--- config.mk ---
export PLATFORM = sky130hd
export DESIGN_NAME = gf_logmul_pipe
export DESIGN_NICKNAME = d
export VERILOG_FILES = /design/src/rtl/gf_pkg.sv /design/src/rtl/gf_logexp_rom.sv /design/src/rtl/gf_logmul_pipe.sv
export SDC_FILE = /design/constraint.sdc
export NUM_CORES = 1
export LEC_CHECK = 0
export ABC_AREA = 1
export CAP_MARGIN = 20
export CORE_MARGIN = 4
export CORE_UTILIZATION = 40
export DETAILED_ROUTE_END_ITERATION = 10
export DONT_BUFFER_PORTS = 1
export SYNTH_ARGS = -nofsm -noshare
export SYNTH_HDL_FRONTEND = slang
export SYNTH_SLANG_ARGS = --single-unit
--- constraint.sdc ---
create_clock -name clk -period 3.06 [get_ports clk]
set_clock_uncertainty 0.2 [all_clocks]
set_input_delay 0.306 -clock clk [delete_from_list [all_inputs] [get_ports clk]]
set_output_delay 0.306 -clock clk [all_outputs]
set_load 0.01 [all_outputs]
--- src/rtl/gf_pkg.sv ---
// Shared definitions for the GF(2^M) log/antilog engine: op encodings,
// default primitive polynomials and elaboration-time table generators.
// Optional feature macro: GF_INV_EN (adds the 1/B operation, widens op to 2 bits).
package gf_pkg;

`ifdef GF_INV_EN
    localparam int unsigned GF_OP_W = 2;
`else
    localparam int unsigned GF_OP_W = 1;
`endif

    typedef logic [GF_OP_W-1:0] gf_op_t;

    localparam gf_op_t GF_OP_MUL = gf_op_t'(0);
    localparam gf_op_t GF_OP_DIV = gf_op_t'(1);
`ifdef GF_INV_EN
    localparam gf_op_t GF_OP_INV = gf_op_t'(2);
`endif

    localparam logic [4:0]  GF_POLY_M4  = 5'h13;
    localparam logic [8:0]  GF_POLY_M8  = 9'h11D;
    localparam logic [10:0] GF_POLY_M10 = 11'h409;

    // Default primitive polynomial for the widths we ship; 0 means "supply one"
    function automatic int unsigned gf_default_poly(input int unsigned m);
        case (m)
            4:       return 32'(GF_POLY_M4);
            8:       return 32'(GF_POLY_M8);
            10:      return 32'(GF_POLY_M10);
            default: return 0;
        endcase
    endfunction

    // Multiply a field element by alpha = x, reducing by poly
    function automatic int unsigned gf_step(input int unsigned m, input int unsigned poly,
                                            input int unsigned p);
        int unsigned q;
        q = p << 1;
        if (((q >> m) & 1) != 0) q = q ^ poly;
        return q;
    endfunction

    // exp table entry: alpha^idx in polynomial form
    function automatic int unsigned gf_exp_table(input int unsigned m, input int unsigned poly,
                                                 input int unsigned idx);
        int unsigned p;
        p = 1;
        for (int unsigned k = 0; k < idx; k++) p = gf_step(m, poly, p);
        return p;
    endfunction

    // log table entry: k with alpha^k == val; 0 for val == 0 (don't-care)
    function automatic int unsigned gf_log_table(input int unsigned m, input int unsigned poly,
                                                 input int unsigned val);
        int unsigned p;
        p = 1;
        for (int unsigned k = 0; k < (1 << m) - 1; k++) begin
            if (p == val) return k;
            p = gf_step(m, poly, p);
        end
        return 0;
    endfunction

    // Multiplicative order of alpha; equals 2^m-1 exactly when poly is primitive
    function automatic int unsigned gf_order(input int unsigned m, input int unsigned poly);
        int unsigned p;
        p = 1;
        for (int unsigned k = 1; k <= (1 << m) - 1; k++) begin
            p = gf_step(m, poly, p);
            if (p == 1) return k;
        end
        return 0;
    endfunction

endpackage

--- src/rtl/gf_logexp_rom.sv ---
// Combinational log or exp lookup for GF(2^M); table contents are constants
// computed from POLY at elaboration.
module gf_logexp_rom
    import gf_pkg::*;
#(
    parameter int unsigned M      = 8,
    parameter logic [M:0]  POLY   = (M+1)'(gf_default_poly(M)),
    parameter bit          IS_EXP = 1'b0
) (
    input  logic [M-1:0] addr,
    output logic [M-1:0] data
);

    localparam int unsigned SIZE = 1 << M;
    localparam int unsigned N    = SIZE - 1;
    localparam int unsigned ORD  = gf_order(M, 32'(POLY));

    logic [M-1:0] tab [SIZE];

    for (genvar i = 0; i < SIZE; i++) begin : g_tab
        if (IS_EXP) begin : g_exp
            localparam logic [M-1:0] V = M'(gf_exp_table(M, 32'(POLY), 32'(i)));
            assign tab[i] = V;
        end else begin : g_log
            localparam logic [M-1:0] V = M'(gf_log_table(M, 32'(POLY), 32'(i)));
            assign tab[i] = V;
        end
    end

    assign data = tab[addr];

    // Simulation check: exp must cycle through all N non-zero elements
    always_comb begin : p_poly_chk
        assert (ORD == N);
    end

endmodule

--- src/rtl/gf_logmul_pipe.sv ---
// Three-stage GF(2^M) multiply/divide pipeline using log/antilog lookups,
// valid/ready flow control with collapsing bubbles and tag pass-through.
// Optional feature macro: GF_INV_EN (in_op = 2 computes 1/B).
module gf_logmul_pipe
    import gf_pkg::*;
#(
    parameter int unsigned M     = 8,
    parameter logic [M:0]  POLY  = (M+1)'(gf_default_poly(M)),
    parameter int unsigned TAG_W = 4
) (
    input  logic             clk,
    input  logic             reset,
    input  logic             in_valid,
    output logic             in_ready,
    input  logic [M-1:0]     in_a,
    input  logic [M-1:0]     in_b,
    input  gf_op_t           in_op,
    input  logic [TAG_W-1:0] in_tag,
    output logic             out_valid,
    input  logic             out_ready,
    output logic [M-1:0]     out_data,
    output logic             out_err,
    output logic [TAG_W-1:0] out_tag
);

    logic [M-1:0]     log_a, log_b, exp_q;
    logic             ld1, ld2, ld3;

    logic             s1_valid, s1_za, s1_zb;
    logic [M-1:0]     s1_la, s1_lb;
    gf_op_t           s1_op;
    logic [TAG_W-1:0] s1_tag;

    logic             s2_valid, s2_za, s2_zb;
    logic [M-1:0]     s2_e;
    gf_op_t           s2_op;
    logic [TAG_W-1:0] s2_tag;

    logic [M-1:0]     e_nxt, sum_lo, dif_lo, res_data;
    logic             sum_c, dif_b, res_err;

    gf_logexp_rom #(.M(M), .POLY(POLY), .IS_EXP(1'b0)) u_log_a (.addr(in_a), .data(log_a));
    gf_logexp_rom #(.M(M), .POLY(POLY), .IS_EXP(1'b0)) u_log_b (.addr(in_b), .data(log_b));
    gf_logexp_rom #(.M(M), .POLY(POLY), .IS_EXP(1'b1)) u_exp   (.addr(s2_e), .data(exp_q));

    // Stage load enables: a stage loads when empty or when its successor loads
    always_comb begin
        ld3 = !out_valid || out_ready;
        ld2 = !s2_valid || ld3;
        ld1 = !s1_valid || ld2;
    end

    assign in_ready = ld1;

    // Stage 1: operand logs, zero flags, op and tag
    always_ff @(posedge clk or posedge reset) begin
        if (reset) begin
            s1_valid <= 1'b0;
            s1_la    <= '0;
            s1_lb    <= '0;
            s1_za    <= 1'b0;
            s1_zb    <= 1'b0;
            s1_op    <= GF_OP_MUL;
            s1_tag   <= '0;
        end else if (ld1) begin
            s1_valid <= in_valid;
            s1_la    <= log_a;
            s1_lb    <= log_b;
            s1_za    <= (in_a == '0);
            s1_zb    <= (in_b == '0);
            s1_op    <= in_op;
            s1_tag   <= in_tag;
        end
    end

    // Exponent arithmetic mod N; N is all-ones in M bits, so -N == +1 and +N == -1
    always_comb begin
        {sum_c, sum_lo} = {1'b0, s1_la} + {1'b0, s1_lb};
        {dif_b, dif_lo} = {1'b0, s1_la} - {1'b0, s1_lb};
        if (sum_c || (sum_lo == '1)) sum_lo = sum_lo + M'(1);
        if (dif_b) dif_lo = dif_lo - M'(1);
        case (s1_op)
            GF_OP_DIV: e_nxt = dif_lo;
`ifdef GF_INV_EN
            GF_OP_INV: e_nxt = (s1_lb == '0) ? '0 : ~s1_lb;
`endif
            default:   e_nxt = sum_lo;
        endcase
    end

    // Stage 2: reduced exponent plus flags
    always_ff @(posedge clk or posedge reset) begin
        if (reset) begin
            s2_valid <= 1'b0;
            s2_e     <= '0;
            s2_za    <= 1'b0;
            s2_zb    <= 1'b0;
            s2_op    <= GF_OP_MUL;
            s2_tag   <= '0;
        end else if (ld2) begin
            s2_valid <= s1_valid;
            s2_e     <= e_nxt;
            s2_za    <= s1_za;
            s2_zb    <= s1_zb;
            s2_op    <= s1_op;
            s2_tag   <= s1_tag;
        end
    end

    // Zero operands override the antilog; divide by zero raises err
    always_comb begin
        res_data = exp_q;
        res_err  = 1'b0;
        case (s2_op)
            GF_OP_DIV: begin
                if (s2_zb) begin
                    res_data = '0;
                    res_err  = 1'b1;
                end else if (s2_za) begin
                    res_data = '0;
                end
            end
`ifdef GF_INV_EN
            GF_OP_INV: begin
                if (s2_zb) begin
                    res_data = '0;
                    res_err  = 1'b1;
                end
            end
`endif
            default: begin
                if (s2_za || s2_zb) res_data = '0;
            end
        endcase
    end

    // Stage 3: output registers, held while stalled
    always_ff @(posedge clk or posedge reset) begin
        if (reset) begin
            out_valid <= 1'b0;
            out_data  <= '0;
            out_err   <= 1'b0;
            out_tag   <= '0;
        end else if (ld3) begin
            out_valid <= s2_valid;
            out_data  <= res_data;
            out_err   <= res_err;
            out_tag   <= s2_tag;
        end
    end

endmodule

==> out/summary.txt <==
Status: complete, but fails checks
Failing checks: hold timing
Peak supply drop: 419 uV
Multiplexer share of the synthesized area: 0
GRT overflow: 0
Die Area: 32,500 um^2
Area of the multi-input gates: 9060 um^2
Worst-Margin Slew: 0.940 ns
Power Dens Cells: 811 nW/um^2
Number of global-route vias before repair: 15,070
Ys Warns: 0
Placement-stage cell area: 12,100 um^2
RSZ-0062 raised after global routing: false
Layout cells sized above 1: 0.0863
Site row count: 62
Initial antenna violation count: 0
Area share of fa/ha/maj cells after synthesis: 0.0783
Total wire length: 59,500 um
Sequential Area: 1350 um^2
Power Total: 10.1 mW
Via/cell ratio: 6.61
Post-Syn Area: 11,900 um^2
Core Util, Final: 0.427
Largest net degree at the start of global routing: 62
I/O Buffers: 0
Dpl ws: 0.416 ns
Simple-Gate Fraction of Synth Area: 0.419
Worst setup EP type: flip-flop
EDFF count, synth: 0
Slew Limit Fails: 0
Synth Area per Inst: 5.62 um^2
Layout area overhead: 4.42%
CP Launch Type: flip-flop
Period minus WS final: 2.72 ns
RR Startpoint: s2_e[2]
Worst-Skew Late Latency: 0.30 ns
Nets: 2,148
Ys flop type: dfrtp_1
Initial Utilization: 0.409
Root buf cell: clkbuf_16
Fraction of the mapped netlist area in compound gates: 0.264
Core ar.: 29,000 um^2
Placed insts: 2,420
DP HPWL: 44,200 um
Post-route ant nets: 0
Ports: 40
Num CTS Buffers: 5
Maximum root-to-sink buffer count: 2
Finished Layout Cells: 2,435
# diodes: 0
Finished Cell Area: 12,400 um^2
Drt pass-1 iters: 7
WP data required: 3.06 ns
Die extent in y: 180 um
Fillers: 3,241
Crit Path Max Fanout: 32
Final hold vios: 1
Vias: 16,085
Sequential area share after synthesis: 0.114
Clock Pin Slew Worst Setup and Hold Paths: 0.07 ns
Setup TNS Final: 0 ns
PnR worst setup slack: 0.341 ns
H-Tree Depth: 2
XOR/XNOR Fraction of Synth Area: 0.00295
CTS tree: done
Clock Sinks: 54
Setup violations, final: 0
Slew headroom: 0.373
Synth Instances: 2,109
Worst Path Arrival: 2.71 ns
Critical hold path startpoint: in_tag[2]
Placer Congestion: 1.12
Post-synthesis register bit count: 54
Netlist cell types: 51
Crit. Startpoint: s2_e[2]
First-pass GRT wire length: 90,500 um
# Max-Cap Violations: 0
Asr flop ratio synth: 1.00
Detailed Route Iter0 Violations: 2,856
Drt wl/cell: 24.4 um
Crit share post-route: 0.889
LEAKAGE: 6.02 nW
DRC Markers: 0
Hold Crit Class: in -> reg
Critical path class: reg -> reg
Worst Hold Margin: -0.00493 ns
Die Wd: 180 um
Fmax: 368 MHz
GRT Overall Usage: 0.347
Main combinational cell family by area after synthesis: simple AND/OR/NAND/NOR gates
Syn nets: 2,207
layer usage:
layer  global-route usage  vias to the layer above  routed length (um)
li1                     -                     7070                   -
met1                0.452                     7266               22500
met2                0.523                     1392               24700
met3               0.0902                      357                7800
met4                0.191                        0                4490
met5                    0                        -                   0
worst max-delay path, stage by stage (launching register included):
cell	delay (ns)
dfrtp_1	0.51
buf_12	0.27
nor2_2	0.13
inv_1	0.11
nand2_1	0.23
o21ai_0	0.45
a21oi_1	0.12
o211ai_1	0.31
nand3_1	0.12
nand3_1	0.10
nand2_1	0.05
where the power goes:
| part | total [mW] | switching [mW] | leakage [nW] | internal (mW) |
|---|---|---|---|---|
| sequential | 1.14 | 0.246 | 0.647 | 0.895 |
| combinational | 8.21 | 5.73 | 5.29 | 2.48 |
| clock | 0.697 | 0.285 | 0.0875 | 0.413 |
| total | 10.1 | 6.26 | 6.02 | 3.79 |
synth_stat cells (2+ instances only):
| cell | instances | area (um^2) |
|---|---|---|
| a211oi_1 | 4 | 30.0 |
| a21oi_1 | 99 | 495 |
| a21oi_2 | 9 | 78.8 |
| a21oi_4 | 2 | 32.5 |
| a22oi_1 | 2 | 15.0 |
| a22oi_2 | 2 | 25.0 |
| a31oi_1 | 25 | 156 |
| and3_1 | 2 | 12.5 |
| buf_1 | 10 | 37.5 |
| buf_2 | 44 | 220 |
| buf_4 | 10 | 75.1 |
| buf_6 | 9 | 101 |
| clkbuf_1 | 53 | 199 |
| clkinv_1 | 5 | 18.8 |
| dfrtp_1 | 54 | 1350 |
| fa_1 | 2 | 40.0 |
| ha_1 | 71 | 888 |
| inv_1 | 174 | 653 |
| inv_2 | 23 | 86.3 |
| inv_4 | 5 | 31.3 |
| nand2_1 | 622 | 2330 |
| nand2_2 | 25 | 156 |
| nand2_4 | 6 | 67.6 |
| nand3_1 | 264 | 1320 |
| nand3_2 | 4 | 40.0 |
| nand3b_1 | 2 | 15.0 |
| nand4_1 | 28 | 175 |
| nor2_1 | 123 | 462 |
| nor2_2 | 17 | 106 |
| nor2_4 | 14 | 158 |
| nor3_1 | 21 | 105 |
| o2111ai_1 | 9 | 78.8 |
| o211ai_1 | 81 | 608 |
| o21a_1 | 7 | 52.6 |
| o21ai_0 | 148 | 741 |
| o21ai_1 | 42 | 210 |
| o21ai_2 | 3 | 26.3 |
| o221ai_1 | 17 | 149 |
| o22ai_1 | 43 | 269 |
| o311ai_1 | 4 | 35.0 |
| o31ai_1 | 12 | 90.1 |
| xnor2_1 | 2 | 17.5 |
| xor2_1 | 2 | 17.5 |
path summary, 6_finish.rpt:
path	end	slack (ns)	cells past startpoint
worst min-delay path	s1_tag[2]	-0.005	2
worst max-delay path	out_data[4]	0.34	10
min in group asynchronous	out_data[0]	0.45	2
max in group asynchronous	s1_lb[2]	1.45	3
worst max register to register	out_data[4]	0.34	10
worst min register to register	out_valid	0.26	2
final cells by class:
| class | count | share of cell area |
|---|---|---|
| sequential | 54 | 0.109 |
| clock buffer | 6 | 0.0112 |
| timing repair buffer | 61 | 0.0414 |
| tap | 384 | 0.0388 |
| multi-input combinational | 1720 | 0.732 |
| inverter | 208 | 0.0646 |
| clock inverter | 2 | 0.00313 |
cells in the final DEF (no fill, tap or decap), types with 14 or more instances in the layout:
cell type and count:
o22ai_1 43, o211ai_1 81, inv_1 173, nor2_4 14, nor2_2 17, ha_1 71
nand4_1 28, o221ai_1 17, o21ai_0 148, nand2_2 25, nor2_1 123, a31oi_1 25
nor3_1 21, o21ai_1 42, a21oi_1 99, inv_2 24, dfrtp_1 53, buf_4 51
nand2_1 622, nand3_1 264
cell families after synthesis:
group,count (synthesis)
compound gates,513
xor+xnor,4
buf+inv,335
fa+ha+maj,73
simple gates,1130
flops,54
what timing repair did:
| action | CTS | global route |
|---|---|---|
| setup buffers | 0 | 0 |
| endpoints found under the hold margin | 49 | 0 |
| hold buffers | 7 | 0 |
| resized for setup | 0 | 0 |
| endpoints found under the setup margin | 0 | 0 |
registers in the layout, summed over array words and instances (netlist names):
register / cells
out_data: 8
out_err: 1
out_tag: 4
out_valid: 1
s1_la: 8
s1_lb: 8
s1_op: 1
s1_tag: 4
s1_valid: 1
s1_za: 1
s1_zb: 1
s2_e: 8
s2_op: 1
s2_tag: 4
s2_valid: 1
s2_za: 1
s2_zb: 1
Note: power is estimated with default switching activity, not from simulation.
